--- src/rtl/tlm_pkg.sv ---
// Shared encodings for the traffic light monitor: light codes, phase states and fault codes.
package tlm_pkg;

  localparam logic [2:0] RED    = 3'b100;
  localparam logic [2:0] YELLOW = 3'b010;
  localparam logic [2:0] GREEN  = 3'b001;

  typedef enum logic [2:0] {
    SYNC      = 3'd0,
    ALL_RED   = 3'd1,
    NS_GREEN  = 3'd2,
    NS_YELLOW = 3'd3,
    EW_GREEN  = 3'd4,
    EW_YELLOW = 3'd5,
    FAULT     = 3'd6
  } phase_t;

  // Lower numbers win when several faults appear in the same sample.
  localparam logic [2:0] FC_NONE         = 3'd0;
  localparam logic [2:0] FC_ENCODING     = 3'd1;
  localparam logic [2:0] FC_CONFLICT     = 3'd2;
  localparam logic [2:0] FC_TRANSITION   = 3'd3;
  localparam logic [2:0] FC_GREEN_SHORT  = 3'd4;
  localparam logic [2:0] FC_YELLOW       = 3'd5;
  localparam logic [2:0] FC_ALLRED_SHORT = 3'd6;

endpackage

--- src/rtl/tlm_light_decode.sv ---
// Decodes one {red,yellow,green} one-hot light bus; valid is low for any non-one-hot value.
module tlm_light_decode
  import tlm_pkg::*;
(
  input  logic [2:0] light,
  output logic       is_red,
  output logic       is_yellow,
  output logic       is_green,
  output logic       valid
);

  assign is_red    = (light == RED);
  assign is_yellow = (light == YELLOW);
  assign is_green  = (light == GREEN);
  assign valid     = is_red | is_yellow | is_green;

endmodule

--- src/rtl/traffic_light_monitor.sv ---
// Protocol monitor for the NS/EW intersection light buses with a sticky fault latch.
// Dwell-time limit checks (fault codes 4-6) are built only when TLM_DWELL_CHECK_EN is defined.
module traffic_light_monitor
  import tlm_pkg::*;
#(
  parameter int CNT_W      = 8,
  parameter int MIN_GREEN  = 3,
  parameter int MIN_YELLOW = 2,
  parameter int MAX_YELLOW = 12,
  parameter int MIN_ALLRED = 1
) (
  input  logic             clk,
  input  logic             rst,
  input  logic [2:0]       NS_light,
  input  logic [2:0]       EW_light,
  input  logic             fault_clr,
  output logic             fault,
  output logic [2:0]       fault_code,
  output logic [2:0]       phase,
  output logic [CNT_W-1:0] dwell,
  output logic [15:0]      cycle_count
);

  phase_t     state, next_state, obs;
  logic [2:0] new_code;
  logic       green_seen, last_was_ns;
  logic       ns_red, ns_yellow, ns_green, ns_valid;
  logic       ew_red, ew_yellow, ew_green, ew_valid;
  logic       cycle_done;

  tlm_light_decode u_ns_decode (
    .light    (NS_light),
    .is_red   (ns_red),
    .is_yellow(ns_yellow),
    .is_green (ns_green),
    .valid    (ns_valid)
  );

  tlm_light_decode u_ew_decode (
    .light    (EW_light),
    .is_red   (ew_red),
    .is_yellow(ew_yellow),
    .is_green (ew_green),
    .valid    (ew_valid)
  );

`ifdef TLM_DWELL_CHECK_EN
  localparam logic [CNT_W-1:0] MIN_GREEN_C  = CNT_W'(MIN_GREEN);
  localparam logic [CNT_W-1:0] MIN_YELLOW_C = CNT_W'(MIN_YELLOW);
  localparam logic [CNT_W-1:0] MAX_YELLOW_C = CNT_W'(MAX_YELLOW);
  localparam logic [CNT_W-1:0] MIN_ALLRED_C = CNT_W'(MIN_ALLRED);

  logic first_allred;

  // The all-red entered straight from SYNC has no known start, so it is exempt from MIN_ALLRED.
  always_ff @(posedge clk or negedge rst) begin
    if (!rst)
      first_allred <= 1'b0;
    else if (state == SYNC && next_state == ALL_RED)
      first_allred <= 1'b1;
    else if (state == ALL_RED && next_state != ALL_RED)
      first_allred <= 1'b0;
  end
`else
  // Limits have no effect without the dwell checks.
  if (MIN_YELLOW > MAX_YELLOW || MIN_GREEN < 0 || MIN_ALLRED < 0) begin : g_unused_limits
  end
`endif

  // Phase implied by the current sample; only meaningful when both buses are valid and not in conflict.
  always_comb begin
    obs = SYNC;
    if (ns_red && ew_red)         obs = ALL_RED;
    else if (ns_green && ew_red)  obs = NS_GREEN;
    else if (ns_yellow && ew_red) obs = NS_YELLOW;
    else if (ew_green && ns_red)  obs = EW_GREEN;
    else if (ew_yellow && ns_red) obs = EW_YELLOW;
  end

  always_comb begin
    next_state = state;
    new_code   = FC_NONE;
    if (!ns_valid || !ew_valid) begin
      new_code = FC_ENCODING;
    end else if (!ns_red && !ew_red) begin
      new_code = FC_CONFLICT;
    end else begin
      case (state)
        SYNC:
          if (obs == ALL_RED) next_state = ALL_RED;
        ALL_RED:
          case (obs)
            ALL_RED: ;
            NS_GREEN:
              if (green_seen && last_was_ns) new_code = FC_TRANSITION;
              else next_state = NS_GREEN;
            EW_GREEN:
              if (green_seen && !last_was_ns) new_code = FC_TRANSITION;
              else next_state = EW_GREEN;
            default: new_code = FC_TRANSITION;
          endcase
        NS_GREEN:
          if (obs == NS_YELLOW) next_state = NS_YELLOW;
          else if (obs != NS_GREEN) new_code = FC_TRANSITION;
        NS_YELLOW:
          if (obs == ALL_RED) next_state = ALL_RED;
          else if (obs != NS_YELLOW) new_code = FC_TRANSITION;
        EW_GREEN:
          if (obs == EW_YELLOW) next_state = EW_YELLOW;
          else if (obs != EW_GREEN) new_code = FC_TRANSITION;
        EW_YELLOW:
          if (obs == ALL_RED) next_state = ALL_RED;
          else if (obs != EW_YELLOW) new_code = FC_TRANSITION;
        default: ;
      endcase
    end
`ifdef TLM_DWELL_CHECK_EN
    if (new_code == FC_NONE) begin
      if ((state == NS_YELLOW || state == EW_YELLOW) && next_state == state &&
          dwell >= MAX_YELLOW_C) begin
        new_code = FC_YELLOW;
      end else if (next_state != state) begin
        case (state)
          NS_GREEN, EW_GREEN:
            if (dwell < MIN_GREEN_C) new_code = FC_GREEN_SHORT;
          NS_YELLOW, EW_YELLOW:
            if (dwell < MIN_YELLOW_C) new_code = FC_YELLOW;
          ALL_RED:
            if (!first_allred && dwell < MIN_ALLRED_C) new_code = FC_ALLRED_SHORT;
          default: ;
        endcase
      end
    end
`endif
    if (new_code != FC_NONE)
      next_state = FAULT;
    else if (state == FAULT && fault_clr)
      next_state = SYNC;
  end

  assign cycle_done = (state == NS_YELLOW || state == EW_YELLOW) && next_state == ALL_RED;
  assign fault      = (state == FAULT);
  assign phase      = state;

  always_ff @(posedge clk or negedge rst) begin
    if (!rst) state <= SYNC;
    else      state <= next_state;
  end

  // A fault seen together with fault_clr re-latches its own code instead of clearing.
  always_ff @(posedge clk or negedge rst) begin
    if (!rst)
      fault_code <= FC_NONE;
    else if (new_code != FC_NONE && (state != FAULT || fault_clr))
      fault_code <= new_code;
    else if (state == FAULT && fault_clr)
      fault_code <= FC_NONE;
  end

  always_ff @(posedge clk or negedge rst) begin
    if (!rst)
      dwell <= '0;
    else if (next_state == SYNC || next_state == FAULT)
      dwell <= '0;
    else if (next_state != state)
      dwell <= CNT_W'(1);
    else if (dwell != '1)
      dwell <= dwell + 1'b1;
  end

  always_ff @(posedge clk or negedge rst) begin
    if (!rst)            cycle_count <= '0;
    else if (cycle_done) cycle_count <= cycle_count + 16'd1;
  end

  // Alternation memory is forgotten whenever the monitor resynchronises.
  always_ff @(posedge clk or negedge rst) begin
    if (!rst) begin
      green_seen  <= 1'b0;
      last_was_ns <= 1'b0;
    end else if (next_state == SYNC) begin
      green_seen  <= 1'b0;
    end else if (state == ALL_RED && (next_state == NS_GREEN || next_state == EW_GREEN)) begin
      green_seen  <= 1'b1;
      last_was_ns <= (next_state == NS_GREEN);
    end
  end

endmodule

--- config.mk ---
export PLATFORM = sky130hd
export DESIGN_NAME = traffic_light_monitor
export DESIGN_NICKNAME = d
export VERILOG_FILES = /design/src/rtl/tlm_pkg.sv /design/src/rtl/tlm_light_decode.sv /design/src/rtl/traffic_light_monitor.sv
export SDC_FILE = /design/constraint.sdc
export NUM_CORES = 1
export LEC_CHECK = 0
export CAP_MARGIN = 20
export CORE_ASPECT_RATIO = 0.6
export CORE_MARGIN = 3
export CORE_UTILIZATION = 35
export CTS_BUF_LIST = sky130_fd_sc_hd__clkbuf_8
export DETAILED_ROUTE_END_ITERATION = 8
export GPL_ROUTABILITY_DRIVEN = 0
export PLACE_DENSITY = 0.66
export SYNTH_ARGS = -nofsm -noshare
export SYNTH_HDL_FRONTEND = slang
export SYNTH_SLANG_ARGS = --single-unit
--- constraint.sdc ---
create_clock -name clk -period 3 [get_ports clk]
set_input_delay 0.3 -clock clk [delete_from_list [all_inputs] [get_ports clk]]
set_output_delay 0.3 -clock clk [all_outputs]
set_load 0.02 [all_outputs]
==> results.yml, run 1 <==
critical_path:
  critical_path_required_ns: 3.17
  critical_path_class: "in2reg"
  r2r-end: "dwell[2]"
  cp_max_fo: 7
  cp-end-kind: "flip-flop"
  r2r-start: "green_seen"
  reg2reg_slack_ns: 0.57
  cp_data_arrival_time_ns: 2.96
  r2r.worst_path.cells: 7
  start_kind: "input pin"
sta:
  skew_ns: 0.00259
  tns_ns: 0
  holdWs_ns: 0.401
  finalCritPeriodShare: 0.929
  grt_setup_unrepaired: "no"
  finalCriticalPeriod_ns: 2.79
  fmax_ghz: 0.359
  slew_violations: 0
  hold_viol: 0
  setup_viol: 0
synthesis:
  syn-num-nets: 234
  ys_ff_latch: 31
  ys_types: 68
  ys.flop_type: "dfrtp_1"
  synthSimpleGateAreaFrac: 0.278
  yosysWarnings: 0
  syn-mean-instance-area_sq_um: 9.44
  synthArstFlopShare: 1.00
  ys_seq_area_frac: 0.368
  synth_cells: 223
  synth.mux.area_fraction: 0.0196
  synth_compound_gate_area_share: 0.165
  synth-xor-area-share: 0.108
  synth_edf_count: 0
  netlist_area_sq_um: 2110
  synth_top_family_by_area: "simple AND/OR/NAND/NOR gates"
  synth_fa_ha_area_frac: 0.0119
layout:
  area_delta_synth_final_pct: 34.5
  final_common_cell: "clkdlybuf4s50_1"
  final_cell_mix: "clkdlybuf4s50_1, buf_4, dfrtp_1, nor2_1"
  num_antenna_cells: 0
  fill_cells: 553
  drive_gt1_frac: 0.231
  nets: 297
  instances_no_fill: 366
clock_tree:
  cts_buffers: 5
  hold_buffers: 0
  cts_sinks: 31
  clk_pin_slew_worst_paths_ns: 0.06
  clock_latency_ns: 0.29
  cts-htree-levels: 2
  cts_resized: 0
  clockRootBuffer: "clkbuf_8"
  clock_path_buffers: 2
  postCtsSetupBuffers: 0
  cts_tree: "built"
place:
  port_buffers: 38
  dp.cells: 359
  hpwl_microns: 4030
global_route:
  grt_pass1_wl_microns: 9030
  antenna_found_initial: 0
  grt.total_usage: 0.164
  grt_overflow_total: 0
  grt_pass1_vias: 1827
  grt_max_degree: 32
floorplan:
  ios: 40
  initial_core_util: 0.369
  die_h_microns: 66.1
  dieArea_sq_um: 7010
  fp.coreArea_sq_um: 5700
  num_rows: 21
  die_width_microns: 106
detailed_routing:
  drc: 0
  routedWlPerCell_microns: 14.3
  wl_met2_microns: 2080
  wl_met3_microns: 323
  final_antenna_net_count: 0
  vias_per_cell: 5.11
  wl_met1_microns: 2740
  drtIter0Drc: 107
  vias: 1872
  drt_wl_total_microns: 5230
  maxUsedRoutingLayer: "met4"
  drtPass1Iterations: 4
power:
  p_leak_nw: 1.21
  power_density_nw_per_um2: 315
  vdd_drop_max_mv: 0.123
outcome:
  status: "finished clean"
worst_hold_path:
  hold_class: "in2async"
run:
  drv_cap: 0
[power by group]
part	switching, W	leakage [nW]	internal (W)
registers	0.00000482	0.420	0.000423
clock network	0.000154	0.0470	0.000180
logic	0.0000675	0.740	0.0000629
[final cells by class]
| cell class | count | area (sq um) | share of cell area |
|---|---|---|---|
| flip-flops and latches | 31 | 776 | 0.274 |
| clock inverters | 1 | 5.00 | 0.00177 |
| well taps | 80 | 100 | 0.0354 |
| clock buffers | 6 | 82.6 | 0.0292 |
| repair buffers | 70 | 621 | 0.219 |
| inverters | 5 | 18.8 | 0.00663 |
| multi-input cells | 173 | 1230 | 0.434 |
[worst max-delay path, stage by stage]
cell and delay [ns]:
clkdlybuf4s50_1 0.43, buf_4 0.15, buf_4 0.13, nor4b_2 0.39, nand4_1 0.17, a32oi_1 0.31, o211ai_1 0.19, or4_4 0.60
nand2b_4 0.18, xnor2_2 0.12
[logic make-up (layout without fill, tap and decap cells)]
logic type               count (synthesis)  after routing
other                                    1              1
AND/OR/NAND/NOR                         97             97
adder cells (fa/ha/maj)                  2              2
flip-flops                              31             31
multiplexers                             4              4
buffers and inverters                   19             82
AO/OA/AOI/OAI                           44             44
XOR/XNOR                                25             25
[layer usage]
metal	vias to the layer above	track usage
li1	931	-
met5	-	0
met1	871	0.237
met2	60	0.232
met3	10	0.0439
met4	0	0.0614
[registers in the layout, summed over array words and instances (netlist names)]
signal	flops
dwell	8
cycle_count	16
green_seen	1
last_was_ns	1
phase	3
fault_code	2
[through the flow]
stage | worst slack [ns] | util | instance area (sq um) | power [W]
final | 0.213 | 0.497 | 2830 | 0.000891
after global routing | 0.0301 | 0.497 | 2830 | 0.000935
after CTS | 0.236 | 0.497 | 2830 | 0.000907
after detailed placement | -0.0681 | 0.481 | 2740 | 0.000566
after global placement | -0.0729 | 0.481 | 2740 | 0.000565
after floorplan | 0.494 | - | 2110 | 0.000503
[cell usage after synthesis, types with 2 or more instances]
cell      instances  area share
a32o_1            2      0.0095
dfrtp_1          31        0.37
a211oi_1          2      0.0071
or4b_1            2      0.0095
xnor2_1          10       0.042
nand2b_1          4       0.012
inv_1             5      0.0089
a31oi_1           2      0.0059
buf_2             3      0.0071
o31ai_1           3       0.011
and2_1            4       0.012
nand2_1          14       0.025
and4_1            2      0.0083
nor2_2           11       0.033
mux2i_1           3       0.014
a22oi_1           3       0.011
nor2b_1           4       0.012
and3_1            5       0.015
nand3_1          13       0.031
xor2_1           14       0.058
ha_1              2       0.012
nor2_1           15       0.027
buf_4             3       0.011
nor3b_1           3       0.011
nand4_1           5       0.015
a21oi_1           3      0.0071
o21ai_0           9       0.021
clkbuf_1          5      0.0089
buf_6             2       0.011
[worst max path at each step]
stage                           start        endpoint  slack (ns)  cells after the start
after floorplan           NS_light[1]        dwell[7]        0.49                      7
after global placement    NS_light[0]  cycle_count[9]       -0.07                     10
after detailed placement  NS_light[0]  cycle_count[9]       -0.07                     10
after CTS                 NS_light[0]  cycle_count[9]        0.24                     10
after global routing      NS_light[0]  cycle_count[9]        0.03                     10
final                     NS_light[0]  cycle_count[9]        0.21                     10
Power figures use the tool's default switching activity.
==> run 2, diff against run 1 <==
--- a/config.mk
+++ b/config.mk
@@ -8,11 +8,11 @@
 export CAP_MARGIN = 20
 export CORE_ASPECT_RATIO = 0.6
 export CORE_MARGIN = 3
-export CORE_UTILIZATION = 35
+export CORE_UTILIZATION = 36
 export CTS_BUF_LIST = sky130_fd_sc_hd__clkbuf_8
 export DETAILED_ROUTE_END_ITERATION = 8
 export GPL_ROUTABILITY_DRIVEN = 0
-export PLACE_DENSITY = 0.66
+export PLACE_DENSITY = 0.68
 export SYNTH_ARGS = -nofsm -noshare
 export SYNTH_HDL_FRONTEND = slang
 export SYNTH_SLANG_ARGS = --single-unit
==> run 2 against run 1 <==
Against the previous run: core utilization grew 2.1 points; largest power group unchanged; clock power fell by 5%; first-iteration DRC count rose by 94%; via count fell by 2.6%; sequential cell count is the same; critical endpoint is now dwell[4]; combinational power about the same; critical path type unchanged.
==> results.yml, run 2 (synthesized netlist as in run 1, its figures left out) <==
global_route:
  antenna_found_initial: 0
  met3_usage: 0.0432
  grt_max_degree: 32
  grt_pass1_vias: 1689
  busiest_layer: "met1"
  met1_usage: 0.246
  grt_use_met2: 0.208
  grt.total_usage: 0.155
  grt_overflow_total: 0
  grt_pass1_wl_microns: 8580
power:
  power_density_nw_per_um2: 314
  p_total_w: 0.000871
  intPower_w: 0.000642
  p_sw_frac: 0.263
  p_seq_frac: 0.491
  switching_power_w: 0.000229
  clkPwrFrac: 0.363
  p_leak_nw: 1.18
  vdd_drop_max_mv: 0.172
  pwr-share-comb: 0.145
critical_path:
  crit_slowest_cell: "clkdlybuf4s50_1"
  critPathTopFamily: "compound AO/OA/AOI/OAI gates"
  worst-path-stages: 9
  start_kind: "input pin"
  max_stage_delay_ns: 0.54
  r2r-start: "phase[1]"
  cp_max_fo: 7
  cp_data_arrival_time_ns: 2.96
  path_cells: "clkdlybuf4s50_1 > or4b_1 > buf_4 > o22a_1 > a211o_2 > o211a_1 > and2_1 > o2111ai_2 > nor2_1"
  r2r.worst_path.cells: 8
  critical_path_class: "in2reg"
  cp-end-kind: "flip-flop"
  reg2reg_slack_ns: 0.48
  critical_path_required_ns: 3.15
  r2r-end: "dwell[7]"
  worstPathBufferInverterCount: 2
floorplan:
  fp.coreArea_sq_um: 5360
  die_width_microns: 105
  dieArea_sq_um: 6830
  ios: 40
  initial_core_util: 0.393
  num_rows: 20
  die_h_microns: 65.2
layout:
  top_register: "cycle_count"
  final_cell_mix: "clkdlybuf4s50_1, dfrtp_1, buf_4, nor2_1"
  multi_input_comb_area_sq_um: 1230
  num_antenna_cells: 0
  fill_cells: 503
  seqCellArea_sq_um: 776
  drive_gt1_frac: 0.214
  nets: 290
  area_delta_synth_final_pct: 31.7
  final_common_cell: "clkdlybuf4s50_1"
  largest_reg_flops: 16
  instances_no_fill: 357
  fin_area_sq_um: 2770
outcome:
  status: "finished clean"
sta:
  finalCriticalPeriod_ns: 2.82
  tns_ns: 0
  slew_violations: 0
  finalCritPeriodShare: 0.938
  hold_viol: 0
  setup_viol: 0
  fmax_ghz: 0.355
  grt_setup_unrepaired: "no"
  layout_setup_ws_ns: 0.185
  skew_ns: 0.00499
detailed_routing:
  routedWlPerCell_microns: 14.1
  vias_per_cell: 5.11
  vias: 1824
  drt_wl_total_microns: 5050
  drc: 0
  drtPass1Iterations: 4
  final_antenna_net_count: 0
  drtIter0Drc: 208
place:
  dp.cells: 349
  pre_cts_ws_ns: -0.113
  place_area_sq_um: 2690
  port_buffers: 38
  hpwl_microns: 3880
worst_hold_path:
  hold_class: "in2async"
clock_tree:
  clockRootBuffer: "clkbuf_8"
  cts_sinks: 31
  clock_latency_ns: 0.28
  cts_buffers: 5
  cts_tree: "built"
  postCtsSetupBuffers: 0
  cts-htree-levels: 2
  clock_path_buffers: 2
  clk_pin_slew_worst_paths_ns: 0.07
run:
  drv_cap: 0
[run 2: cell count changes in the layout (fill, tap and decap cells not counted), sizes merged]
cell / change
clkbuf: -1
clkinv: +2
buf: -7
[run 2: per-stage QoR]
step / utilization / hold WS, ns
3_3_place_gp: 0.502 / 0.474
2_1_floorplan: - / 0.00441
6_report: 0.518 / 0.417
5_1_grt: 0.518 / 0.459
4_1_cts: 0.518 / 0.433
3_5_place_dp: 0.502 / 0.475
[run 2: routing by layer]
layer / share of wire / vias to the layer above
met5: 0 / -
met4: 0 / 0
met3: 0.058 / 0
met2: 0.39 / 51
met1: 0.55 / 845
li1: - / 928
[run 2: final cells by class]
type,instances,share of cell area
clock inverters,3,0.00542
repair buffers,63,0.205
flip-flops and latches,31,0.280
well taps,77,0.0347
multi-input cells,173,0.444
clock buffers,5,0.0248
inverters,5,0.00677
[run 2: power by group through the flow]
stage | Sequential [W] | Clock, W | Combinational [W]
floorplan | 0.000439 | 0 | 0.0000648
finish | 0.000428 | 0.000316 | 0.000127
global placement | 0.000436 | 0 | 0.000126
detailed placement | 0.000436 | 0 | 0.000126
global route | 0.000428 | 0.000350 | 0.000138
CTS | 0.000428 | 0.000325 | 0.000127
[run 2: worst max path at each step]
stage / startpoint / endpoint / slack, ns
3_5_place_dp: NS_light[2] / dwell[7] / -0.11
6_report: NS_light[2] / dwell[4] / 0.18
4_1_cts: NS_light[2] / dwell[7] / 0.18
2_1_floorplan: NS_light[1] / dwell[7] / 0.49
3_3_place_gp: NS_light[2] / dwell[7] / -0.10
5_1_grt: NS_light[2] / dwell[7] / 0.05
[run 2: repair_timing]
action | in CTS | in global routing
endpoints found under the hold margin | 0 | 0
hold buffers | 0 | 0
endpoints found under the setup margin | 0 | 2
resized for setup | 0 | 1
==> run 3, diff against run 2 <==
--- a/config.mk
+++ b/config.mk
@@ -12,7 +12,7 @@
 export CTS_BUF_LIST = sky130_fd_sc_hd__clkbuf_8
 export DETAILED_ROUTE_END_ITERATION = 8
 export GPL_ROUTABILITY_DRIVEN = 0
-export PLACE_DENSITY = 0.68
+export PLACE_DENSITY = 0.7
 export SYNTH_ARGS = -nofsm -noshare
 export SYNTH_HDL_FRONTEND = slang
 export SYNTH_SLANG_ARGS = --single-unit
==> constraint.sdc (replaced) <==
create_clock -name clk -period 2.45 [get_ports clk]
set_input_delay 0.245 -clock clk [delete_from_list [all_inputs] [get_ports clk]]
set_output_delay 0.245 -clock clk [all_outputs]
set_load 0.02 [all_outputs]
==> run 3 against run 2 <==
Against the previous run: critical path depth did not move; hold slack worse by 0.055 ns; power increased by 28%; sequential cell count unchanged; clock skew down 0.0029 ns; critical endpoint is now cycle_count[9]; global-route usage up 1.4 points; largest cell class unchanged; first-iteration DRC count down 53%; largest power group unchanged; critical path type unchanged.
==> results.yml, run 3 (synthesized netlist as in run 1, its figures left out) <==
outcome:
  status: "finished clean"
sta:
  slew_violations: 0
  holdWs_ns: 0.363
  hold_viol: 0
  finalCriticalPeriod_ns: 2.36
  skew_ns: 0.00210
  tns_ns: 0
  finalCritPeriodShare: 0.965
  layout_setup_ws_ns: 0.0864
  setup_viol: 0
  fmax_ghz: 0.423
run:
  drv_cap: 0
critical_path:
  cp_data_arrival_time_ns: 2.53
  critical_path_required_ns: 2.62
  critical_path_class: "in2reg"
  cp-end-kind: "flip-flop"
  start_kind: "input pin"
  cp_max_fo: 8
layout:
  instances_no_fill: 377
  largest_reg_flops: 16
  final_cell_mix: "buf_4, clkdlybuf4s50_1, dfrtp_1, nor2_1"
  top_register: "cycle_count"
  num_antenna_cells: 0
  final_common_cell: "buf_4"
  fin_area_sq_um: 3060
  fill_cells: 473
  drive_gt1_frac: 0.313
  nets: 311
  area_delta_synth_final_pct: 45.2
power:
  p_leak_nw: 1.31
  vdd_drop_max_mv: 0.185
  clkPwrFrac: 0.369
  intPower_w: 0.000826
  switching_power_w: 0.000289
  pwr-share-comb: 0.162
  p_sw_frac: 0.259
  p_seq_frac: 0.469
  power_density_nw_per_um2: 365
detailed_routing:
  vias_per_cell: 5.15
  drt_wl_total_microns: 5440
  final_antenna_net_count: 0
  drtIter0Drc: 97
  drc: 0
  vias: 1941
  routedWlPerCell_microns: 14.4
  drtPass1Iterations: 4
worst_hold_path:
  hold_class: "in2async"
global_route:
  grt.total_usage: 0.168
  antenna_found_initial: 0
  grt_pass1_wl_microns: 9200
  grt_pass1_vias: 1878
  grt_max_degree: 32
  grt_overflow_total: 0
floorplan:
  die_h_microns: 65.2
  initial_core_util: 0.393
  fp.coreArea_sq_um: 5360
  ios: 40
  num_rows: 20
  die_width_microns: 105
  dieArea_sq_um: 6830
clock_tree:
  clock_path_buffers: 2
  clock_latency_ns: 0.28
  cts_tree: "built"
  cts_sinks: 31
  clk_pin_slew_worst_paths_ns: 0.06
  cts_buffers: 5
  clockRootBuffer: "clkbuf_8"
  cts-htree-levels: 2
place:
  port_buffers: 38
  hpwl_microns: 3930
  dp.cells: 363
  place_area_sq_um: 2790
  pre_cts_ws_ns: -0.524
run 3: changes by cell type in the layout (fill, tap and decap cells not counted), sizes merged:
cell and delta:
buf +21, clkdlybuf4s50 -6, dlygate4sd2 +3, clkbuf +2
clkdlybuf4s15 +2, clkinv -2
run 3: worst paths after layout:
check | from | endpoint | slack, ns | depth (start not counted)
worst min-delay path | rst | cycle_count[11] | 0.36 | 2
worst max-delay path | EW_light[0] | cycle_count[9] | 0.09 | 9
worst max register to register | phase[1] | dwell[7] | 0.11 | 8
max in group asynchronous | rst | phase[0] | 1.77 | 2
worst min register to register | cycle_count[15] | cycle_count[15] | 0.47 | 1
min in group clk | cycle_count[15] | cycle_count[15] | 0.47 | 1
run 3: timing repair:
item | in CTS | in global routing
pin swaps | 12 | 6
setup endpoints to repair | 24 | 12
hold buffers | 0 | 0
setup buffers | 1 | 6
resized for setup | 26 | 14
run 3: layout make-up:
class	instances	area, sq um	share of cell area
Sequential cell	31	778	0.255
Timing Repair Buffer	84	736	0.241
Clock buffer	6	82.6	0.0270
Inverter	5	18.8	0.00614
Multi-Input combinational cell	173	1340	0.439
Clock inverter	1	5.00	0.00164
Tap cell	77	96.3	0.0315
run 3: worst max-delay path, cell delays in order:
cell	delay, ns
dlygate4sd2_1	0.27
buf_6	0.15
nor4b_4	0.27
nand4_1	0.19
a32oi_2	0.28
o211ai_1	0.17
or4_4	0.65
nand2b_4	0.18
xnor2_2	0.12
run 3: metrics by stage:
stage,total power [W],utilization
2_1_floorplan,0.000617,-
3_3_place_gp,0.000691,0.522
3_5_place_dp,0.000693,0.522
4_1_cts,0.00112,0.556
5_1_grt,0.00117,0.571
6_report,0.00112,0.571
run 3: routing by layer:
metal | GRT usage | routed length [microns]
met5 | 0 | 0
met2 | 0.248 | 2410
met4 | 0.0573 | 52
met1 | 0.238 | 2680
met3 | 0.0461 | 293
run 3: power groups by stage:
| stage | clock (W) | combinational (W) | sequential [W] |
|---|---|---|---|
| 6_report | 0.000411 | 0.000181 | 0.000523 |
| 4_1_cts | 0.000424 | 0.000169 | 0.000523 |
| 3_5_place_dp | 0 | 0.000161 | 0.000533 |
| 3_3_place_gp | 0 | 0.000159 | 0.000532 |
| 5_1_grt | 0.000449 | 0.000196 | 0.000524 |
| 2_1_floorplan | 0 | 0.0000794 | 0.000537 |
